## src/rtl/vector_frame_tx.sv

```systemverilog
// Vector-display link transmitter: streams a point RAM over UART 8N1 as 8x 0x00 sync,
// 4 bytes per point (MSB first), then 4x 0x01. Optional: VECTOR_TX_SKIP_MARKER_EN.
module vector_frame_tx #(
  parameter int unsigned CLKS_PER_BIT = 434,
  parameter int unsigned MAX_PTS      = 2000
) (
  input  logic        clk,
  input  logic        reset,
  input  logic        start,
  input  logic [10:0] num_pts,
  output logic [10:0] rd_index,
  input  logic [31:0] point,
  output logic        tx,
  output logic        busy,
  output logic        done
);

  localparam int unsigned   CW       = (CLKS_PER_BIT > 1) ? $clog2(CLKS_PER_BIT) : 1;
  localparam logic [CW-1:0] BIT_LAST = CW'(CLKS_PER_BIT - 1);
  localparam logic [10:0]   MAX_N    = 11'(MAX_PTS);

  typedef enum logic [2:0] {
    S_IDLE,
    S_SYNC,
    S_POINT,
    S_TERM,
    S_DONE
  } state_t;

  state_t        state_q, state_d;
  logic [10:0]   n_q, n_d;
  logic [10:0]   pt_q, pt_d;
  logic [10:0]   rd_index_q, rd_index_d;
  logic [2:0]    cnt_q, cnt_d;
  logic [23:0]   sh_q, sh_d;
  logic          rd_wait_q, rd_wait_d;

  logic          u_active_q, u_active_d;
  logic [9:0]    u_sh_q, u_sh_d;
  logic [3:0]    u_bit_q, u_bit_d;
  logic [CW-1:0] u_clk_q, u_clk_d;

  logic          byte_valid;
  logic [7:0]    byte_data;
  logic          u_ready;
  logic          last_pt;
  logic          skip;

  // The engine accepts a new byte in the last cycle of a stop bit, so bytes run back to back.
  assign u_ready = !u_active_q || (u_bit_q == 4'd9 && u_clk_q == BIT_LAST);
  assign last_pt = (pt_q == n_q - 11'd1);

`ifdef VECTOR_TX_SKIP_MARKER_EN
  localparam logic [31:0] MARKER = 32'h0101_0101;
  // rd_wait_q masks the one stale RAM cycle after rd_index moves.
  assign skip = !rd_wait_q && (point == MARKER);
`else
  assign skip = 1'b0;
`endif

  always_comb begin
    state_d    = state_q;
    n_d        = n_q;
    pt_d       = pt_q;
    rd_index_d = rd_index_q;
    cnt_d      = cnt_q;
    sh_d       = sh_q;
    rd_wait_d  = 1'b0;
    byte_valid = 1'b0;
    byte_data  = '0;
    case (state_q)
      S_IDLE: begin
        if (start) begin
          n_d        = (num_pts > MAX_N) ? MAX_N : num_pts;
          pt_d       = '0;
          rd_index_d = '0;
          rd_wait_d  = 1'b1;
          cnt_d      = '0;
          state_d    = S_SYNC;
        end
      end
      S_SYNC: begin
        byte_valid = 1'b1;
        if (u_ready) begin
          cnt_d = cnt_q + 3'd1;
          if (cnt_q == 3'd7) begin
            cnt_d   = '0;
            state_d = (n_q != '0) ? S_POINT : S_TERM;
          end
        end
      end
      S_POINT: begin
        if (cnt_q == 3'd0) begin
          if (skip) begin
            if (last_pt) begin
              state_d = S_TERM;
            end else begin
              pt_d       = pt_q + 11'd1;
              rd_index_d = pt_q + 11'd1;
              rd_wait_d  = 1'b1;
            end
          end else begin
            byte_valid = !rd_wait_q;
            byte_data  = point[31:24];
            if (byte_valid && u_ready) begin
              sh_d  = point[23:0];
              cnt_d = 3'd1;
              if (!last_pt) begin
                rd_index_d = pt_q + 11'd1;
                rd_wait_d  = 1'b1;
              end
            end
          end
        end else begin
          byte_valid = 1'b1;
          byte_data  = sh_q[23:16];
          if (u_ready) begin
            sh_d  = {sh_q[15:0], 8'h00};
            cnt_d = cnt_q + 3'd1;
            if (cnt_q == 3'd3) begin
              cnt_d = '0;
              if (last_pt) state_d = S_TERM;
              else         pt_d    = pt_q + 11'd1;
            end
          end
        end
      end
      S_TERM: begin
        if (cnt_q < 3'd4) begin
          byte_valid = 1'b1;
          byte_data  = 8'h01;
          if (u_ready) cnt_d = cnt_q + 3'd1;
        end else if (u_ready) begin
          state_d = S_DONE;
        end
      end
      S_DONE: begin
        cnt_d   = '0;
        state_d = S_IDLE;
      end
      default: state_d = S_IDLE;
    endcase
  end

  always_comb begin
    u_active_d = u_active_q;
    u_sh_d     = u_sh_q;
    u_bit_d    = u_bit_q;
    u_clk_d    = u_clk_q;
    if (byte_valid && u_ready) begin
      u_active_d = 1'b1;
      u_sh_d     = {1'b1, byte_data, 1'b0};
      u_bit_d    = '0;
      u_clk_d    = '0;
    end else if (u_active_q) begin
      if (u_clk_q == BIT_LAST) begin
        u_clk_d = '0;
        u_sh_d  = {1'b1, u_sh_q[9:1]};
        if (u_bit_q == 4'd9) u_active_d = 1'b0;
        else                 u_bit_d    = u_bit_q + 4'd1;
      end else begin
        u_clk_d = u_clk_q + 1'b1;
      end
    end
  end

  always_ff @(posedge clk or posedge reset) begin
    if (reset) begin
      state_q    <= S_IDLE;
      n_q        <= '0;
      pt_q       <= '0;
      rd_index_q <= '0;
      cnt_q      <= '0;
      sh_q       <= '0;
      rd_wait_q  <= 1'b0;
      u_active_q <= 1'b0;
      u_sh_q     <= '1;
      u_bit_q    <= '0;
      u_clk_q    <= '0;
    end else begin
      state_q    <= state_d;
      n_q        <= n_d;
      pt_q       <= pt_d;
      rd_index_q <= rd_index_d;
      cnt_q      <= cnt_d;
      sh_q       <= sh_d;
      rd_wait_q  <= rd_wait_d;
      u_active_q <= u_active_d;
      u_sh_q     <= u_sh_d;
      u_bit_q    <= u_bit_d;
      u_clk_q    <= u_clk_d;
    end
  end

  assign tx       = !u_active_q || u_sh_q[0];
  assign busy     = (state_q == S_SYNC) || (state_q == S_POINT) || (state_q == S_TERM);
  assign done     = (state_q == S_DONE);
  assign rd_index = rd_index_q;

endmodule

```

## config.mk

```make
export PLATFORM = sky130hd
export DESIGN_NAME = vector_frame_tx
export DESIGN_NICKNAME = d
export VERILOG_FILES = /design/src/rtl/vector_frame_tx.sv
export SDC_FILE = /design/constraint.sdc
export NUM_CORES = 1
export LEC_CHECK = 0
export ABC_AREA = 1
export BUFFER_PORTS_ARGS = -buffer_cell sky130_fd_sc_hd__buf_2
export CAP_MARGIN = 25
export CORE_ASPECT_RATIO = 1.25
export CORE_UTILIZATION = 45
export CTS_BUF_LIST = sky130_fd_sc_hd__clkbuf_4 sky130_fd_sc_hd__clkbuf_8 sky130_fd_sc_hd__clkbuf_16
export CTS_CLUSTER_SIZE = 30
export DETAILED_ROUTE_END_ITERATION = 12
export PLACE_DENSITY = 0.65
export SYNTH_ARGS = -nofsm -noshare
export SYNTH_HDL_FRONTEND = slang
export SYNTH_SLANG_ARGS = --single-unit
```

## constraint.sdc

```tcl
create_clock -name clk -period 6 [get_ports clk]
set_input_delay 0.3 -clock clk [delete_from_list [all_inputs] [get_ports clk]]
set_output_delay 0.3 -clock clk [all_outputs]
set_load 0.03 [all_outputs]
```

==> results of run 1 <==
[power breakdown]
group | switching (mW) | internal, mW
Combinational | 0.227 | 0.0907
Sequential | 0.0269 | 0.614
Clock | 0.229 | 0.369
Total | 0.483 | 1.07
[cells in the final DEF (no fill, tap or decap), types with 11 or more instances in the layout]
master / instances
dfrtp_1: 78
ha_1: 11
nand2_1: 157
a21oi_1: 28
o21ai_0: 34
nor2_1: 85
a31oi_1: 16
nand4_1: 27
buf_2: 59
inv_1: 56
nand3_1: 54
[registers in the layout (all words and copies together) (netlist names)]
register and flops:
n_q 11, pt_q 11, u_active_q 1, cnt_q 3, rd_wait_q 1, u_bit_q 4, u_sh_q 9, rd_index 11
sh_q 24, u_clk_q 9, state_q 3
[worst min-delay path, delay by kind of cell]
family,cells,cell delay [ns]
buffers and inverters,3,0.49
[layer usage]
metal / vias to the layer above / wire [um] / global-route usage (%) / share of wire (%)
met5: - / 0 / 0 / 0
met4: 0 / 219 / 8.40 / 2.0
met3: 17 / 367 / 2.87 / 3.3
met2: 89 / 5240 / 33.3 / 47
met1: 2084 / 5250 / 29.2 / 47
li1: 2249 / - / - / -
[metrics by stage]
stage	total power, mW	instances	worst slack [ns]	area, sq um
4_1_cts	1.57	837	2.97	5650
2_1_floorplan	0.891	653	3.46	4940
5_1_grt	1.64	837	2.64	5650
3_3_place_gp	0.960	820	3.06	5300
6_report	1.56	837	2.98	5650
3_5_place_dp	0.971	821	2.99	5330
[area by class of cell]
class / instances / area [sq um] / share of cell area (%)
well taps: 132 / 165 / 2.92
inverters: 64 / 241 / 4.28
clock inverters: 6 / 83.8 / 1.48
clock buffers: 10 / 233 / 4.12
multi-input cells: 474 / 2380 / 42.2
repair buffers: 64 / 353 / 6.25
flip-flops and latches: 87 / 2190 / 38.7
[path summary, 6_finish.rpt]
path,end,slack [ns],depth (start not counted)
min in group clk,sh_q[3]$_DFFE_PP0P_,0.18,3
max in group asynchronous,u_sh_q[8]$_DFFE_PP1P_,5.31,4
hold / removal,u_clk_q[5]$_DFFE_PP0P_,0.03,3
setup reg to reg,pt_q[3]$_DFFE_PP0P_,2.98,12
setup / recovery,pt_q[3]$_DFFE_PP0P_,2.98,12
hold reg to reg,u_sh_q[0]$_DFFE_PP1P_,0.48,2
[logic make-up (layout without fill, tap and decap cells)]
logic type / after synthesis / count (layout) / share of synthesized area, %
and+or+nand+nor: 352 / 352 / 31.5
buffers and inverters: 92 / 144 / 7.52
xor gates and xnor gates: 12 / 12 / 2.13
AOI/OAI and AO/OA: 99 / 99 / 11.7
adders and majority gates: 11 / 11 / 2.79
DFF: 87 / 87 / 44.3
==> key figures, run 1 <==
Synthesis
  • Post-synth EDFFs: 0
  • Flops & latches, synth: 87
  • Synth Flop Type: dfrtp_1
  • Cell Area, Synth: 4940 sq um
  • Dominant cells by area after synthesis: dfrtp_1 40%, nand2_1 12%, nor2_1 6.5%
  • Synthesized area per cell: 7.57 sq um
  • Top cell type by total area after synthesis: dfrtp_1
  • Synth top cells by count: 157 x nand2_1, 86 x nor2_1, 78 x dfrtp_1, 57 x inv_1, 54 x nand3_1
  • Syn. warnings: 0
  • Post-synthesis sequential area ratio: 44.3%
  • Unique masters post-synth: 39
  • Mapped Cells: 653
  • Syn nets: 710
  • Top-count cell post-synth: nand2_1
  • Asr flop ratio synth: 100%
  • Share of the synthesized area in the top cell type: 39.5%

Clock network
  • Reg clk slew, reported paths: 0.06 ns
  • Post-CTS Hold Fix Bufs: 0
  • Clock latency on the worst-skew pair: 0.34 ns
  • CTS tree: done
  • H-Tree Depth: 3
  • CTS max path bufs: 2
  • Clk root buf: clkbuf_16
  • Post_cts resized: 0
  • TritonCTS buffer count: 9
  • # clock sinks: 87
  • # Post-CTS Setup Buffers: 0

Pwr
  • IR Drop Worst-Case VDD: 147 uV
  • Lkg Pwr: 2.72 nW
  • P per Cell Area: 275 nW/um^2

Routing
  • Starting DRT DRC Count: 242
  • Pre-antenna DRT Iters: 5
  • Post-route ant nets: 0
  • Routed wire length: 11,100 um
  • WL/cell: 13.2 um
  • Total number of vias: 4,439
  • DRC: 0
  • Via density: 5.30

Floorplan
  • Row count: 42
  • Die X: 95.7 um
  • Top Ports: 60
  • Die footprint: 11,400 sq um
  • Initial Util: 46.5%
  • Chip height: 119 um
  • Core Area: 10,600 sq um

Setup path
  • RR Startpoint: n_q[0]$_DFFE_PP0P_
  • CP Capture Type: flop
  • WP data arrival: 3.30 ns
  • Slowest stage cell, crit path: nand4_1
  • CP Class: flop to flop
  • Req. time, crit path: 6.28 ns
  • CP peak stage delay: 0.73 ns
  • Bufs and invs on worst path: 1
  • Crit-path cells: inv_1 > ha_1 > nand2_2 > nor2_2 > nand3_1 > nand3_1 > nand2_1 > nor2_1 > nand4_1 > nand3_1 > nand2_1 > nand2_1
  • Startpoint types: flop
  • CP Max Fanout: 23
  • Family with the most delay on the worst path: simple AND/OR/NAND/NOR gates
  • Worst setup path start: n_q[0]$_DFFE_PP0P_

Layout
  • Number of diodes: 0
  • Layout Utilization: 53.2%
  • Fillers: 1,062
  • Share of layout cells above drive strength 1: 16.3%
  • Final net count: 757
  • Area grow syn2layout: 14.3%

GRT
  • Initial antenna violation count: 0
  • GRT Util Overall: 21.2%
  • Largest net degree at the start of global routing: 58
  • Global route overflow: 0
  • Vias in the first global route: 4,199
  • First-pass GRT wire length: 19,100 um

Timing
  • Worst slew pin tran: 0.903 ns
  • Number of setup violations in the final report: 0
  • Final hold vios: 0
  • Pins Over Slew Limit: 0
  • Slew Limit Headroom: 39.6%
  • Setup TNS: 0 ns
  • RSZ-0062 raised after global routing: no
  • Max Freq: 0.331 GHz
  • Post-Route Skew: 0.00458 ns
  • Fin crit share: 50.4%
  • Min Tclk post-route: 3.02 ns
  • Hold slack final: 0.0318 ns

Placed design
  • I/O Buffers: 59
  • DP HPWL: 7750 um
  • RD Place Congestion: 0.805

Run
  • Max-cap viol count: 0

Status
  • Status: finished clean

Hold path
  • Min-delay worst type: primary input to async pin
(Power assumes the default switching activity.)
==> inputs of run 2 (changes only) <==
- ABC_AREA: 1 -> 0
- clock period: 6 -> 3 ns (I/O delays scaled with it)
==> run 2 against run 1 <==
Against the previous run: count of clock-buffer cells in the layout fell by 1; wire length fell by 5.6%; register-to-register slack got worse by 2.7 ns; via count fell by 11%; clock skew rose by 0.0069 ns; power rose by 64%.
==> key figures, run 2 <==
Status
  • Status: finished clean (unchanged)

Setup path
  • CP Capture Type: flop (unchanged)
  • Bufs and invs on worst path: 2 (was 1)
  • WP data arrival: 2.95 ns (was 3.30 ns)
  • CP dominant cell by count: nor3b_2
  • Req. time, crit path: 3.23 ns (was 6.28 ns)
  • Crit-path cells: inv_1 > ha_1 > nor3b_2 > buf_4 > a221oi_1 > a31oi_1 > o21ai_2 > nor3b_2 > a2111oi_0 > a211o_1 (was inv_1 > ha_1 > nand2_2 > nor2_2 > nand3_1 > nand3_1 > nand2_1 > nor2_1 > nand4_1 > nand3_1 > nand2_1 > nand2_1)
  • CP Class: flop to flop (unchanged)
  • Startpoint types: flop (unchanged)
  • Family with the most delay on the worst path: compound AO/OA/AOI/OAI gates (was simple AND/OR/NAND/NOR gates)
  • CP peak stage delay: 0.45 ns (was 0.73 ns)
  • CP Max Fanout: 11 (was 23)
  • Register-to-Register Path Depth: 10 (was 12)
  • Slowest stage cell, crit path: dfrtp_1 (was nand4_1)
  • Stages on the worst setup path: 10 (was 12)

Floorplan
  • Core Area: 10,600 sq um (about the same)
  • Top Ports: 60 (unchanged)
  • Die footprint: 11,300 sq um (was 11,400 sq um)
  • Chip height: 119 um (about the same)
  • Row count: 42 (unchanged)
  • Die X: 95.3 um (was 95.7 um)
  • Initial Util: 46.3% (was 46.5%)

Layout
  • Final cell count without fillers: 718 (was 837)
  • Reg with most FFs: sh_q (unchanged)
  • Number of diodes: 0 (unchanged)
  • Max FFs per register: 24 (unchanged)
  • Most common cell after layout, fill and taps aside: nand2_1 (unchanged)
  • Most frequent cells in the layout: 95 x nand2_1, 78 x dfrtp_1, 59 x buf_2 (was 157 x nand2_1, 85 x nor2_1, 78 x dfrtp_1)
  • Area grow syn2layout: 15.9% (was 14.3%)
  • Final net count: 638 (was 757)
  • Share of layout cells above drive strength 1: 21.2% (was 16.3%)

Synthesis
  • Flops & latches, synth: 87 (unchanged)
  • Mapped Cells: 529 (was 653)
  • Dominant cells by area after synthesis: dfrtp_1 40%, nand2_1 7.3%, dfstp_2 4.8% (was dfrtp_1 40%, nand2_1 12%, nor2_1 6.5%)
  • Syn nets: 586 (was 710)
  • Asr flop ratio synth: 100% (unchanged)
  • Synthesized area per cell: 9.25 sq um (was 7.57 sq um)
  • Synth top cells by count: 95 x nand2_1, 78 x dfrtp_1, 49 x nor2_1, 23 x clkbuf_1, 22 x a21oi_1 (was 157 x nand2_1, 86 x nor2_1, 78 x dfrtp_1, 57 x inv_1, 54 x nand3_1)
  • Post-synth EDFFs: 0 (unchanged)
  • Top-count cell post-synth: nand2_1 (unchanged)
  • Unique masters post-synth: 72 (was 39)
  • Post-synthesis sequential area ratio: 44.7% (was 44.3%)
  • Share of the synthesized area in the top cell type: 39.9% (was 39.5%)
  • Synth Flop Type: dfrtp_1 (unchanged)
  • Syn. warnings: 0 (unchanged)
  • Cell Area, Synth: 4890 sq um (was 4940 sq um)
  • Top cell type by total area after synthesis: dfrtp_1 (unchanged)

Timing
  • Fin crit share: 90.8% (was 50.4%)
  • Worst slew pin tran: 0.902 ns (was 0.903 ns)
  • RSZ-0062 raised after global routing: no (unchanged)
  • Hold slack final: 0.0185 ns (was 0.0318 ns)
  • Final hold vios: 0 (unchanged)
  • Final WS setup: 0.276 ns (was 2.98 ns)
  • Post-Route Skew: 0.0115 ns (was 0.00458 ns)
  • Setup TNS: 0 ns (unchanged)
  • Min Tclk post-route: 2.72 ns (was 3.02 ns)
  • Pins Over Slew Limit: 0 (unchanged)
  • Slew Limit Headroom: 39.8% (was 39.6%)
  • Max Freq: 0.367 GHz (was 0.331 GHz)
  • Number of setup violations in the final report: 0 (unchanged)

Clock network
  • Clk root buf: clkbuf_16 (unchanged)
  • CTS max path bufs: 2 (unchanged)
  • # Post-CTS Setup Buffers: 0 (unchanged)
  • Post-CTS Hold Fix Bufs: 1 (was 0)
  • Reg clk slew, reported paths: 0.07 ns (was 0.06 ns)
  • CTS tree: done (unchanged)
  • TritonCTS buffer count: 9 (unchanged)
  • Post_cts resized: 0 (unchanged)
  • H-Tree Depth: 3 (unchanged)
  • Clock latency on the worst-skew pair: 0.34 ns (about the same)
  • # clock sinks: 87 (unchanged)

GRT
  • Vias in the first global route: 3,872 (was 4,199)
  • Global route overflow: 0 (unchanged)
  • First-pass GRT wire length: 18,100 um (was 19,100 um)
  • Largest net degree at the start of global routing: 52 (was 58)
  • Initial antenna violation count: 0 (unchanged)
  • GRT Util Overall: 20.2% (was 21.2%)

Pwr
  • P per Cell Area: 450 nW/um^2 (was 275 nW/um^2)
  • IR Drop Worst-Case VDD: 261 uV (was 147 uV)
  • Lkg Pwr: 2.62 nW (was 2.72 nW)

Hold path
  • Min-delay worst type: primary input to flop (was primary input to async pin)
  • WHS Path Cells: 3

Routing
  • Starting DRT DRC Count: 245 (was 242)
  • Via density: 5.47 (was 5.30)
  • DRC: 0 (unchanged)
  • Total number of vias: 3,931 (was 4,439)
  • Post-route ant nets: 0 (unchanged)
  • Pre-antenna DRT Iters: 7 (was 5)
  • Routed wire length: 10,500 um (was 11,100 um)
  • WL/cell: 14.6 um (was 13.2 um)

Placed design
  • I/O Buffers: 59 (unchanged)
  • Placed cell count: 701 (was 821)
  • Dpl ws: 0.336 ns (was 2.99 ns)
  • RD Place Congestion: 0.838 (was 0.805)
  • DP HPWL: 7440 um (was 7750 um)

Run
  • Max-cap viol count: 0 (unchanged)
## run 2: cell count changes after synthesis, moves of 19 or more
cell,previous run,this run
nand3_1,54,20
nor2_1,86,49
o21ai_0,34,15
inv_1,57,18
nand4_1,27,6
nand2_1,157,95
## run 2: final cells by class
type                    instances  area, sq um
inverters                      18         68.8
fillers                       972         4890
clock inverters                 7          126
multi-input cells             392         2480
clock buffers                   9          225
well taps                     132          165
repair buffers                 73          415
flip-flops and latches         87         2190
## run 2: through the flow
stage          utilization (%)  power, mW  instance area (sq um)
2_1_floorplan                -       1.22                   4890
3_3_place_gp              50.3       1.26                   5310
3_5_place_dp              50.3       1.26                   5310
4_1_cts                   53.7       2.58                   5670
5_1_grt                   53.7       2.63                   5670
6_report                  53.7       2.55                   5670
## run 2: final timing paths
kind	start	endpoint	slack (ns)
max	n_q[0]$_DFFE_PP0P_	pt_q[0]$_DFFE_PP0P_	0.28
min	num_pts[6]	n_q[6]$_DFFE_PP0P_	0.02
max reg2reg	n_q[0]$_DFFE_PP0P_	pt_q[0]$_DFFE_PP0P_	0.28
min reg2reg	sh_q[7]$_DFFE_PP0P_	sh_q[7]$_DFFE_PP0P_	0.47
max in group asynchronous	reset	state_q[1]$_DFFE_PP0P_	1.79
min in group asynchronous	reset	rd_index[5]$_DFFE_PP0P_	0.53
## run 2: report_power, final
group | leakage (nW) | switching [mW] | internal, mW
sequential | 1.02 | 0 | 1.17
clock | 0.169 | 0.490 | 0.826
combinational | 1.43 | 0.0369 | 0.0266
total | 2.62 | 0.527 | 2.03
## run 2: cells by family (layout without fill, tap and decap cells)
kind of cell / after synthesis / in the layout / share of synthesized area, %
AOI/OAI and AO/OA: 118 / 118 / 18.7
adders and majority gates: 11 / 11 / 2.81
and+or+nand+nor: 224 / 224 / 21.8
buffers and inverters: 50 / 107 / 4.60
muxes: 10 / 10 / 2.12
xor gates and xnor gates: 29 / 29 / 5.19
DFF: 87 / 87 / 44.7
## run 2: per-layer routing
metal  track usage (%)  vias to the layer above  routed length (um)
met4              4.92                        0                 113
met5                 0                        -                   0
met1              27.7                     1860                4810
li1                  -                     1978                   -
met3              4.63                       11                 454
met2              32.0                       82                5090
## run 2: worst min-delay path, cell delays in order
cell,delay [ns]
buf_2,0.09
nand2_1,0.04
nand2_1,0.04
